===== config.mk =====
export PLATFORM = sky130hd
export DESIGN_NAME = alarm_ring_controller_flat
export DESIGN_NICKNAME = d
export VERILOG_FILES = /design/src/rtl/alarm_ring_if.sv /design/src/rtl/alarm_ring_controller.sv /design/src/flat_wrapper.sv
export SDC_FILE = /design/constraint.sdc
export NUM_CORES = 1
export LEC_CHECK = 0
export ABC_AREA = 1
export CAP_MARGIN = 30
export CORE_ASPECT_RATIO = 1.5
export CORE_MARGIN = 4
export CORE_UTILIZATION = 35
export CTS_CLUSTER_DIAMETER = 80
export CTS_CLUSTER_SIZE = 40
export DETAILED_ROUTE_END_ITERATION = 12
export DONT_BUFFER_PORTS = 1
export GPL_TIMING_DRIVEN = 0
export SYNTH_ARGS = -nofsm -noshare
export SYNTH_HDL_FRONTEND = slang
export SYNTH_SLANG_ARGS = --single-unit

===== constraint.sdc =====
create_clock -name clk_1hz -period 1.68 [get_ports clk_1hz]
set_input_delay 0.336 -clock clk_1hz [delete_from_list [all_inputs] [get_ports clk_1hz]]
set_output_delay 0.336 -clock clk_1hz [all_outputs]
set_load 0.01 [all_outputs]

===== src/rtl/alarm_ring_if.sv =====
// Signal bundle between the time-compare/UI side (master) and the alarm ring controller (slave).
interface alarm_ring_if;
  logic       alarm_en;
  logic [5:0] clockhour;
  logic [5:0] clockminute;
  logic [5:0] alarmhour;
  logic [5:0] alarmminute;
  logic       snooze_btn;
  logic       stop_btn;
  logic       buzzer;
  logic       ringing;
  logic       snoozing;
  logic [2:0] snooze_cnt;

  modport master (
    output alarm_en, clockhour, clockminute, alarmhour, alarmminute, snooze_btn, stop_btn,
    input  buzzer, ringing, snoozing, snooze_cnt
  );

  modport slave (
    input  alarm_en, clockhour, clockminute, alarmhour, alarmminute, snooze_btn, stop_btn,
    output buzzer, ringing, snoozing, snooze_cnt
  );
endinterface


===== src/rtl/alarm_ring_controller.sv =====
// Alarm sequencer on the 1 Hz tick: ring, snooze, timeout, dismiss, with no re-trigger in the
// matched minute. Define ALARM_BEEP_EN for a toggling buzzer; otherwise the tone is steady.
module alarm_ring_controller #(
  parameter int unsigned RING_SEC   = 60,
  parameter int unsigned SNOOZE_SEC = 300,
  parameter int unsigned MAX_SNOOZE = 3,
  parameter int unsigned CNT_W      = 9
) (
  input  logic         clk_1hz,
  input  logic         rst,
  alarm_ring_if.slave  bus
);

  localparam logic [1:0] StIdle    = 2'd0;
  localparam logic [1:0] StRinging = 2'd1;
  localparam logic [1:0] StSnooze  = 2'd2;
  localparam logic [1:0] StDone    = 2'd3;

  localparam logic [CNT_W-1:0] RingLast   = CNT_W'(RING_SEC - 1);
  localparam logic [CNT_W-1:0] SnoozeLast = CNT_W'(SNOOZE_SEC - 1);
  localparam logic [CNT_W-1:0] CntMax     = {CNT_W{1'b1}};
  localparam logic [2:0]       SnoozeMax  = 3'(MAX_SNOOZE);

  logic [1:0]       state_q, state_d;
  logic [CNT_W-1:0] sec_cnt_q, sec_cnt_d;
  logic [2:0]       snooze_cnt_q, snooze_cnt_d;
  logic             buzzer_q, buzzer_d;
  logic             ringing_q, ringing_d;
  logic             snoozing_q, snoozing_d;
  logic             match;
  logic [CNT_W-1:0] sec_cnt_inc;

  assign match = (bus.clockhour == bus.alarmhour) && (bus.clockminute == bus.alarmminute);
  assign sec_cnt_inc = (sec_cnt_q == CntMax) ? sec_cnt_q : sec_cnt_q + CNT_W'(1);

  always_comb begin
    state_d      = state_q;
    sec_cnt_d    = sec_cnt_q;
    snooze_cnt_d = snooze_cnt_q;
    if (!bus.alarm_en) begin
      state_d      = StIdle;
      sec_cnt_d    = '0;
      snooze_cnt_d = '0;
    end else begin
      case (state_q)
        StIdle: begin
          if (match) begin
            state_d   = StRinging;
            sec_cnt_d = '0;
          end
        end
        StRinging: begin
          if (bus.stop_btn) begin
            state_d = StDone;
          end else if (bus.snooze_btn && (snooze_cnt_q < SnoozeMax)) begin
            state_d      = StSnooze;
            sec_cnt_d    = '0;
            snooze_cnt_d = snooze_cnt_q + 3'd1;
          end else if (sec_cnt_q == RingLast) begin
            state_d = StDone;
          end else begin
            sec_cnt_d = sec_cnt_inc;
          end
        end
        StSnooze: begin
          // Snooze runs on the counter alone; the clock may have left the alarm minute.
          if (bus.stop_btn) begin
            state_d = StDone;
          end else if (sec_cnt_q == SnoozeLast) begin
            state_d   = StRinging;
            sec_cnt_d = '0;
          end else begin
            sec_cnt_d = sec_cnt_inc;
          end
        end
        StDone: begin
          if (!match) begin
            state_d      = StIdle;
            snooze_cnt_d = '0;
          end
        end
        default: begin
          state_d      = StIdle;
          sec_cnt_d    = '0;
          snooze_cnt_d = '0;
        end
      endcase
    end
  end

  always_comb begin
    ringing_d  = (state_d == StRinging);
    snoozing_d = (state_d == StSnooze);
`ifdef ALARM_BEEP_EN
    // Start high on every entry into ringing, then alternate each tick.
    if (state_d == StRinging) begin
      buzzer_d = (state_q == StRinging) ? ~buzzer_q : 1'b1;
    end else begin
      buzzer_d = 1'b0;
    end
`else
    buzzer_d = (state_d == StRinging);
`endif
  end

  always_ff @(posedge clk_1hz or posedge rst) begin
    if (rst) begin
      state_q      <= StIdle;
      sec_cnt_q    <= '0;
      snooze_cnt_q <= '0;
      buzzer_q     <= 1'b0;
      ringing_q    <= 1'b0;
      snoozing_q   <= 1'b0;
    end else begin
      state_q      <= state_d;
      sec_cnt_q    <= sec_cnt_d;
      snooze_cnt_q <= snooze_cnt_d;
      buzzer_q     <= buzzer_d;
      ringing_q    <= ringing_d;
      snoozing_q   <= snoozing_d;
    end
  end

  assign bus.buzzer     = buzzer_q;
  assign bus.ringing    = ringing_q;
  assign bus.snoozing   = snoozing_q;
  assign bus.snooze_cnt = snooze_cnt_q;

endmodule


===== src/flat_wrapper.sv =====
// flat-port wrapper written by rule: the top's interface ports become plain ports
module alarm_ring_controller_flat 
#(
  parameter int unsigned RING_SEC   = 60,
  parameter int unsigned SNOOZE_SEC = 300,
  parameter int unsigned MAX_SNOOZE = 3,
  parameter int unsigned CNT_W      = 9
)
  (clk_1hz, rst, bus_alarm_en, bus_clockhour, bus_clockminute, bus_alarmhour, bus_alarmminute, bus_snooze_btn, bus_stop_btn, bus_buzzer, bus_ringing, bus_snoozing, bus_snooze_cnt);
  alarm_ring_if bus_i ();
  input  logic clk_1hz;
  input  logic rst;
  input wire logic [$bits(bus_i.alarm_en)-1:0] bus_alarm_en;
  input wire logic [$bits(bus_i.clockhour)-1:0] bus_clockhour;
  input wire logic [$bits(bus_i.clockminute)-1:0] bus_clockminute;
  input wire logic [$bits(bus_i.alarmhour)-1:0] bus_alarmhour;
  input wire logic [$bits(bus_i.alarmminute)-1:0] bus_alarmminute;
  input wire logic [$bits(bus_i.snooze_btn)-1:0] bus_snooze_btn;
  input wire logic [$bits(bus_i.stop_btn)-1:0] bus_stop_btn;
  output wire logic [$bits(bus_i.buzzer)-1:0] bus_buzzer;
  output wire logic [$bits(bus_i.ringing)-1:0] bus_ringing;
  output wire logic [$bits(bus_i.snoozing)-1:0] bus_snoozing;
  output wire logic [$bits(bus_i.snooze_cnt)-1:0] bus_snooze_cnt;
  assign bus_i.alarm_en = bus_alarm_en;
  assign bus_i.clockhour = bus_clockhour;
  assign bus_i.clockminute = bus_clockminute;
  assign bus_i.alarmhour = bus_alarmhour;
  assign bus_i.alarmminute = bus_alarmminute;
  assign bus_i.snooze_btn = bus_snooze_btn;
  assign bus_i.stop_btn = bus_stop_btn;
  assign bus_buzzer = bus_i.buzzer;
  assign bus_ringing = bus_i.ringing;
  assign bus_snoozing = bus_i.snoozing;
  assign bus_snooze_cnt = bus_i.snooze_cnt;
  alarm_ring_controller #(.RING_SEC(RING_SEC), .SNOOZE_SEC(SNOOZE_SEC), .MAX_SNOOZE(MAX_SNOOZE), .CNT_W(CNT_W)) u_core (.clk_1hz(clk_1hz), .rst(rst), .bus(bus_i));
endmodule

==> summary.txt, run 1 <==
Run status
  • Status: completed

Layout
  • P&R area growth vs syn: 18.1%
  • Antenna cell count: 0
  • Share of post-route cells with drive strength above 1: 0.176
  • Nets: 320
  • Final non-filler cell area: 1900 sq um

Floorplanning
  • I/O pin count: 35
  • FP Rows: 29
  • Die W: between 60 and 70 um
  • Die H: a little over 90 um
  • Initial core utilization: 0.369
  • Core area: 4350 sq um
  • Die area: 5760 sq um

Synthesis
  • Synth top area share: 0.249
  • Synth unique cells: 26
  • Sequential share of the synthesized area: 0.249
  • Synth Net Count: 305
  • Mapped Area: 1610 sq um
  • Synthesized area per cell: ~6.0 sq um
  • Synth area leader: dfrtp_1
  • Synth warn: 0
  • #FFs+latches synth: 16
  • Largest cells by area after synthesis: dfrtp_1 (25%), nand2_1 (24%), inv_1 (11%)
  • Synthesized netlist cell count: 270

Route
  • Met3 WL: roughly 160 um
  • Routed vias: 1630
  • WL met2: between 2000 and 2500 um
  • DR iter-0 viols: 24
  • Top Metal Used: met4
  • Drt drc: 0
  • Drt pass-1 iters: 4
  • Routed WL: 3920 um
  • Post-Route M1 WL: 1460 um
  • Routed WL per cell: ~12 um
  • Final ANT Viol Nets: 0
  • Vias per inst: 4.94

Clocking
  • Clk sink count: 16
  • Cts hold-fix bufs: 0
  • Clock Tree Root: clkbuf_8
  • Clk buf depth: 2
  • Clk Latency, worst-skew pair: 250 ps
  • Max H-tree Level: 1
  • Clock slew at reported path FFs: 70 ps
  • Cts bufs inserted: 3
  • CTS tree: built

Global routing
  • Global-route wire length before repair: ~6500 um
  • Antenna violations before repair: 0
  • Vias in the first global route: 1594
  • GRT Overall Usage: 0.138
  • Overflow after GRT: 0
  • Largest net degree at the start of global routing: 17

Place
  • Placed Area: 1670 sq um
  • Port bufs: 0
  • DP HPWL: 3050 um
  • Routability cong.: 0.817
  • DP Worst Slack: -194 ps

Timing
  • Worst rel slew slack: 0.575
  • Final min period: 1660 ps
  • Unrepaired setup endpoints after global routing: true
  • Slew @ Worst Pin: 637 ps
  • Setup violators final: 0
  • Slew Viols, Final: 0
  • Crit share post-route: 0.991
  • Setup ws final: 15.2 ps
  • Setup TNS: 0 ps
  • Achievable Freq: 601 MHz
  • Worst-case clock skew: between 2 and 2.5 ps
  • Final hold violations: 0

Power
  • LEAKAGE: 1.03 nW
  • Peak supply drop: 0.000496 V
  • Total power draw: 2.09 mW
  • Power per Cell Area: 1100 nW/um^2

Worst setup path
  • Data arrival, critical path: between 1500 and 2000 ps
  • Crit start category: register
  • Critical Setup Path Class: register to register
  • Crit. End Element: register
  • Crit Path Max Fanout: 8
  • Critical path required time: ~1800 ps
  • Reg2Reg Depth: 12

Hold path
  • Hold Path Class: input pin to asynchronous set/reset pin

Flow run
  • MaxCap Viol Count: 0
what timing repair did:
item                                    4_1_cts  5_1_grt
endpoints found under the setup margin       13       14
pin swaps                                     1        4
gates cloned                                  1        0
buffers inserted                              4        5
gates resized for setup                      13       17
cell usage after synthesis:
cell type  instances
nand2_1          102
inv_1             49
nor2_1            19
nand3_1           18
dfrtp_1           16
a21oi_1           11
nand4_1           11
ha_1               6
o21ai_0            5
xnor2_1            5
nand2_2            4
o21ai_1            4
nor2_2             3
buf_6              2
nor2_4             2
nor3_1             2
xor2_1             2
buf_2              1
buf_4              1
inv_2              1
nand3_4            1
nor3_2             1
o211ai_1           1
o21a_1             1
o21ai_2            1
o21bai_1           1
metrics by stage:
stage	hold WS, ps	instances	utilization
floorplan	250	270	-
global placement	358	316	0.382
detailed placement	354	316	0.382
CTS	78.0	325	0.410
global route	112	330	0.436
finish	47.8	330	0.436
per-layer routing:
layer | up-vias | global-route usage
li1 | 862 | -
met1 | 714 | 0.141
met2 | 39 | 0.259
met3 | 15 | 0.0185
met4 | 0 | 0.0829
met5 | - | 0
worst max-delay path: stages (launching register included):
cell and delay, ps:
dfrtp_1 420, inv_2 130, ha_4 140, buf_6 130, inv_4 40, a21oi_2 130, nor2_1 70, o21a_1 110
nand2_2 80, nand2_4 60, buf_6 130, nand3_1 70, o21ai_2 50
logic make-up after synthesis:
kind of cell,share of synthesized area
compound gates,0.0817
flops,0.249
buf+inv,0.139
fa+ha+maj,0.0467
xor+xnor,0.0381
simple gates,0.446
cell type report:
class,instances,area (sq um)
inverters,50,193
flip-flops and latches,16,402
repair buffers,10,75.1
plain buffers,4,41.3
multi-input cells,200,1080
clock buffers,4,55.1
well taps,46,57.6
fillers,458,2450
where the power goes:
group	switching [mW]	internal (mW)
Sequential	0.0869	0.447
Clock	0.144	0.208
Combinational	0.711	0.492
Total	0.941	1.15
cells in the final DEF (no fill, tap or decap), drive strengths merged, types with 2 or more instances in the layout:
cell type	netlist	final
clkbuf	0	4
ha	6	6
nor2	24	24
xnor2	5	5
xor2	2	2
dfrtp	16	16
inv	50	50
nand3	19	19
nand4	11	11
buf	4	14
o21ai	10	10
nor3	3	3
a21oi	11	11
nand2	106	106
path summary, 6_finish.rpt:
check / from / to / slack [ps]
setup / recovery: u_core.state_q[1] / u_core.sec_cnt_q[6] / 20
hold / removal: rst / u_core.sec_cnt_q[5] / 50
setup reg to reg: u_core.state_q[1] / u_core.sec_cnt_q[6] / 20
hold reg to reg: u_core.sec_cnt_q[7] / u_core.sec_cnt_q[7] / 600
max in group asynchronous: rst / u_core.state_q[0] / 1180
min in group clk_1hz: bus_alarm_en / u_core.sec_cnt_q[1] / 370
flip-flops by register name (all words and copies together), names as in the netlist:
register               count
u_core.bus.buzzer          1
u_core.bus.snooze_cnt      3
u_core.bus.snoozing        1
u_core.sec_cnt_q           9
u_core.state_q             2
(Power assumes the default switching activity.)
==> run 2, diff against run 1 <==
--- a/config.mk
+++ b/config.mk
@@ -13,7 +13,6 @@
 export CTS_CLUSTER_DIAMETER = 80
 export CTS_CLUSTER_SIZE = 40
 export DETAILED_ROUTE_END_ITERATION = 12
-export DONT_BUFFER_PORTS = 1
 export GPL_TIMING_DRIVEN = 0
 export SYNTH_ARGS = -nofsm -noshare
 export SYNTH_HDL_FRONTEND = slang
==> summary.txt, run 2 (synthesis gave the netlist of run 1 again) <==
Run status
  • Status: completed

Clocking
  • Clk Latency, worst-skew pair: 260 ps (about the same)
  • Max H-tree Level: 1 (unchanged)
  • Clock Tree Root: clkbuf_8
  • Clk buf depth: 2 (unchanged)
  • Clk sink count: 16 (unchanged)
  • Cts bufs inserted: 3 (unchanged)
  • Clock slew at reported path FFs: 70 ps (about the same)
  • CTS tree: built

Layout
  • Largest Register: u_core.sec_cnt_q
  • Non-Filler Instances: 370 (+12%)
  • Share of post-route cells with drive strength above 1: 0.213 (+0.0369)
  • P&R area growth vs syn: 47.4%
  • Most frequent cells in the layout: nand2_1 (99), inv_1 (41), clkdlybuf4s50_1 (21)
  • Seq. cell area: 403 sq um (+0.31%)
  • Multi-input logic area: 1130 sq um (+4.7%)
  • Final non-filler cell area: 2370 sq um (+25%)
  • Core Util, Final: 0.544 (+0.108)
  • Antenna cell count: 0 (unchanged)
  • Max reg flops: 9 (unchanged)
  • Most common cell after layout, fill and taps aside: nand2_1
  • Nets: 360 (+13%)
  • Number of fill cells: 449 (-2.0%)

Global routing
  • Met3 usage: 0.0173 (-0.00123)
  • Most Crowded Layer GR: met2
  • GRT Overall Usage: 0.143 (+0.00450)
  • Met1 Use GR: 0.140 (-0.000991)
  • Antenna violations before repair: 0 (unchanged)
  • M2 GR Usage: 0.287 (+0.0279)
  • Vias in the first global route: 1668 (+4.6%)
  • Largest net degree at the start of global routing: 17 (unchanged)
  • Overflow after GRT: 0 (unchanged)
  • Global-route wire length before repair: 6770 um (+3.8%)

Timing
  • Slew @ Worst Pin: 635 ps (-1.60 ps)
  • Crit share post-route: 0.992 (about the same)
  • Final min period: 1670 ps (+1.62 ps)
  • Achievable Freq: 600 MHz (about the same)
  • Unrepaired setup endpoints after global routing: true
  • Final hold violations: 0 (unchanged)
  • Slew Viols, Final: 0 (unchanged)
  • Worst-case clock skew: 2.25 ps (-0.126 ps)
  • Worst rel slew slack: 0.576 (+0.00107)
  • Setup violators final: 0 (unchanged)

Worst setup path
  • Reg-to-Reg End: u_core.sec_cnt_q[6]
  • Crit. End Element: register
  • Critical Setup Path Class: register to register
  • Data arrival, critical path: 1820 ps (about the same)
  • Flop-to-flop setup slack: 10 ps (about the same)
  • Slowest Stage Delay on Critical Path: 480 ps (+60 ps)
  • Crit Path Max Fanout: 6 (-2)
  • Reg2Reg Depth: 11 (-1)
  • Crit start category: register
  • Worst path depth: 11 (-1)
  • R2r startpoint: u_core.state_q[0]
  • CP Launch Point: u_core.state_q[0]
  • Critical Path Slowest Stage Cell: dfrtp_2
  • Buf/Inv on CP: 3 (-1)
  • Critical path required time: 1830 ps (about the same)
  • Crit-path cells: inv_4 > ha_4 > inv_4 > a21oi_4 > nor2_2 > o21a_1 > nand2_2 > nand2_2 > buf_6 > nand3_1 > o21ai_2
  • Crit-path leading delay family: flip-flops
  • Setup crit end: u_core.sec_cnt_q[6]

Route
  • Routed vias: 1780 (+9.2%)
  • Drt drc: 0 (unchanged)
  • Routed WL per cell: 11.3 um (-4.7%)
  • DR iter-0 viols: 62 (+160%)
  • Drt pass-1 iters: 4 (unchanged)
  • Routed WL: 4190 um (+6.8%)
  • Final ANT Viol Nets: 0 (unchanged)
  • Vias per inst: 4.81 (-2.6%)

Place
  • Placed Area: 2000 sq um (+20%)
  • Placed cell count: 349 (+10%)
  • Port bufs: 33 (+33)
  • Routability cong.: 0.876 (+7.3%)
  • DP HPWL: 3140 um (+3.0%)

Floorplanning
  • Initial core utilization: 0.369 (unchanged)
  • Die W: 63.3 um (unchanged)
  • I/O pin count: 35 (unchanged)
  • Die H: 91.0 um (unchanged)
  • Die area: 5760 sq um (unchanged)
  • Core area: 4350 sq um (unchanged)
  • FP Rows: 29 (unchanged)

Flow run
  • MaxCap Viol Count: 0 (unchanged)

Hold path
  • Hold Path Class: input pin to register

Power
  • Power per Cell Area: 1010 nW/um^2 (-7.9%)
  • LEAKAGE: 1.29 nW (+25%)
  • Peak supply drop: 0.000348 V (-30%)
==> run 2: cell types whose count changed in the layout (fill, tap and decap cells not counted), moves of 4 or more <==
cell | before | now
clkdlybuf4s50_1 | 0 | 21
inv_1 | 45 | 41
dlymetal6s2s_1 | 0 | 12
nand2_2 | 3 | 7
buf_4 | 11 | 17
==> run 2: worst min-delay path, stage by stage <==
cell and delay, ps:
buf_6 120, nand3_1 80, nand2_1 50
==> run 2: worst min-delay path by stage <==
stage / from / endpoint / slack (ps) / cells past startpoint
global placement: u_core.sec_cnt_q[1] / u_core.sec_cnt_q[1] / 540 / 2
finish: bus_alarm_en / u_core.sec_cnt_q[1] / 370 / 3
floorplan: rst / u_core.bus.buzzer / 250 / 1
global route: bus_alarm_en / u_core.sec_cnt_q[0] / 370 / 3
detailed placement: u_core.sec_cnt_q[1] / u_core.sec_cnt_q[1] / 550 / 2
CTS: bus_alarm_en / u_core.sec_cnt_q[0] / 360 / 3
==> run 2: per-stage QoR <==
step	setup slack (ps)	hold slack, ps	total power, mW	setup TNS (ps)
2_1_floorplan	41.6	250	1.21	0
3_3_place_gp	-306	541	1.55	-3900
3_5_place_dp	-329	553	1.55	-4250
4_1_cts	4.88	361	2.05	0
5_1_grt	-56.3	373	2.59	-444
6_report	13.6	365	2.40	0
==> run 2: final cells by class <==
| type | count | share of cell area |
|---|---|---|
| buffer | 4 | 0.0174 |
| clock buffer | 4 | 0.0232 |
| inverter | 50 | 0.0824 |
| multi-input combinational | 200 | 0.475 |
| sequential | 16 | 0.170 |
| tap | 46 | 0.0243 |
| timing repair buffer | 50 | 0.207 |
==> run 2: metal layers <==
metal | routed length (um) | share of wire | up-vias
met2 | 2400 | 0.57 | 31
met4 | 82 | 0.020 | 0
li1 | - | - | 946
met3 | 125 | 0.030 | 7
met5 | 0 | 0 | -
met1 | 1590 | 0.38 | 796
==> run 2: where the power goes <==
part	switching, mW	internal, mW
Clock	0.147	0.208
Combinational	0.816	0.706
Sequential	0.0735	0.449
==> run 2: timing repair <==
item	4_1_cts	5_1_grt
setup endpoints to repair	12	16
resized for setup	14	46
cloned	1	0
pin swaps	1	24
buffers inserted	5	11
hold buffers	0	0
endpoints found under the hold margin	0	0
==> variant (settings of run 2) <==
The option `ALARM_BEEP_EN` is turned on by a define.
--- a/src/rtl/alarm_ring_controller.sv
+++ b/src/rtl/alarm_ring_controller.sv
@@ -1,5 +1,7 @@
 // Alarm sequencer on the 1 Hz tick: ring, snooze, timeout, dismiss, with no re-trigger in the
 // matched minute. Define ALARM_BEEP_EN for a toggling buzzer; otherwise the tone is steady.
+`define ALARM_BEEP_EN
+
 module alarm_ring_controller #(
   parameter int unsigned RING_SEC   = 60,
   parameter int unsigned SNOOZE_SEC = 300,
Behaviour: not the same (a bounded check fails within 4 cycles, from zero or initial values and one cycle with rst high).
==> variant against run 2 <==
Sequential power increased by 7.1%; largest power group unchanged; total power up 5.7%; sequential cell count increased by 1; cell area decreased by 2.5%; setup slack worse by 9.0 ps; critical endpoint is now u_core.sec_cnt_q[5]; synthesized area decreased by 2.9%; sequential share of layout area increased by 1.6 points; combinational power rose by 9%; final cell count down 8.4%; count of clock-buffer cells in the layout decreased by 1; wire length is 1.1% higher; via count decreased by 2.9%.
==> variant: results <==
metrics = {
    "timing": {
        "fin_crit_ps": 1680,
        "finClkSkew_ps": 2.05,
        "slew_viol_final": 0,
        "setup_viol": 0,
        "worstMarginPinSlew_ps": 676,
    },
    "logic_synthesis": {
        "yosysSeqAreaShare": 0.272,
        "ys_warn_count": 0,
        "syn_nets": 280,
        "synthTopCellsByArea": "dfrtp_1 27%, nand2_1 17%, nand3_1 9.3%",
        "ys_types": 27,
        "ys_async_sr_fraction": 1.00,
        "synth_common_cells": "70 x nand2_1, 36 x inv_1, 29 x nand3_1",
    },
    "clocking": {
        "clkLatencyLatePin_ps": 260,
        "clkTransAtPathRegs_ps": 70,
        "clockBufferDepth": 2,
        "root_buffer": "clkbuf_8",
        "htreeDepth": 1,
        "numCtsBuffers": 3,
    },
    "finish": {
        "antenna_cells": 0,
        "final_layout_size_suffix_gt1_frac": 0.246,
        "largest_reg_flops": 9,
        "nets": 329,
        "top_register": "u_core.sec_cnt_q",
        "fill_cells": 450,
    },
    "setup_path": {
        "cp_slowest_cell": "dfrtp_1",
        "max_stage_delay_ps": 360,
        "crit_fanout": 4,
        "arrival_ps": 1830,
    },
    "pwr": {
        "ir_drop_mv": 0.917,
        "seq_power_share": 0.221,
        "p_leak_nw": 1.19,
        "p_sw_frac": 0.465,
    },
    "global_route": {
        "grt_max_degree": 18,
        "first_global_vias": 1628,
        "grt_pass1_wl_um": 7040,
        "grt_usage": 0.148,
        "grt_antenna_before_repair": 0,
    },
    "drt": {
        "drtIter0Drc": 59,
        "viasPerCell": 5.10,
        "firstDrtPassIters": 4,
        "wl_um": 4240,
    },
    "placement": {
        "post-dp-hpwl_um": 3080,
        "port_buffers": 34,
        "pre_cts_ws_ps": -386,
        "placed_area_um2": 1960,
        "gp_congestion": 0.811,
    },
    "min_path": {
        "min_path_type": "input port to asynchronous set/reset pin",
    },
    "floorplan": {
        "die-area_um2": 5620,
    },
    "status": {
        "status": "finished clean",
    },
}
==> variant: cell count changes in the layout (fill, tap and decap cells not counted), sizes merged, moves of 2 or more <==
cell           delta
buf               -9
clkdlybuf4s50     -3
nor2              +7
dlygate4sd2       +5
a31oi             +2
nand4             -2
nand3            +12
a21oi             -2
inv              -11
o21ai             +2
nand2            -31
==> variant: layout make-up <==
class                           instances  area, um2  share of cell area
Multi-Input combinational cell        187       1160               0.501
Timing Repair Buffer                   43        433               0.187
Sequential cell                        17        429               0.186
Inverter                               39        159              0.0688
Tap cell                               46       57.6              0.0249
Clock buffer                            3       41.3              0.0179
Buffer                                  3       27.5              0.0119
Clock inverter                          1       5.00             0.00217
==> variant: path summary, 6_finish.rpt <==
kind                                           from                   to  cells past startpoint
worst max-delay path            u_core.sec_cnt_q[1]  u_core.sec_cnt_q[5]                     10
worst min-delay path                            rst  u_core.sec_cnt_q[7]                      2
worst max register to register  u_core.sec_cnt_q[1]  u_core.sec_cnt_q[5]                     10
worst min register to register    u_core.bus.buzzer    u_core.bus.buzzer                      3
max in group asynchronous                       rst  u_core.sec_cnt_q[5]                      2
min in group clk_1hz              u_core.bus.buzzer    u_core.bus.buzzer                      3
==> variant: per-stage QoR <==
stage	hold slack, ps	utilization	instances
after floorplan	262	-	245
after global placement	519	0.458	325
after detailed placement	515	0.458	325
after CTS	509	0.486	333
after global routing	537	0.540	339
final	476	0.540	339
==> variant: repair_timing <==
action	CTS	global route
gates cloned	1	0
pin swaps	5	17
setup endpoints to repair	15	16
resized for setup	21	61
setup buffers	3	6
==> variant: power by group through the flow <==
stage,clock (mW),sequential [mW],combinational (mW)
6_report,0.322,0.560,1.66
5_1_grt,0.344,0.570,1.82
4_1_cts,0.329,0.550,1.28
3_5_place_dp,0,0.566,1.14
3_3_place_gp,0,0.566,1.14
2_1_floorplan,0,0.580,0.756
==> variant: critical path, delay by kind of cell, from the launching register on <==
family / cells / cell delay [ps]
simple gates: 9 / 1000
flops: 1 / 360
fa+ha+maj: 1 / 210
==> variant: kinds of logic after synthesis <==
kind of cell	Yosys count	share of synthesized area
XOR/XNOR	5	0.0280
adder cells (fa/ha/maj)	6	0.0481
flip-flops	17	0.272
AND/OR/NAND/NOR	151	0.459
buffers and inverters	42	0.107
AO/OA/AOI/OAI	24	0.0849
==> variant: layer usage <==
layer  track usage  wire [um]  vias to the layer above
met5             0          0                        -
met4        0.0405         74                        0
met3        0.0175        132                        8
met1         0.173       1710                      797
li1              -          -                      885
met2         0.280       2320                       38
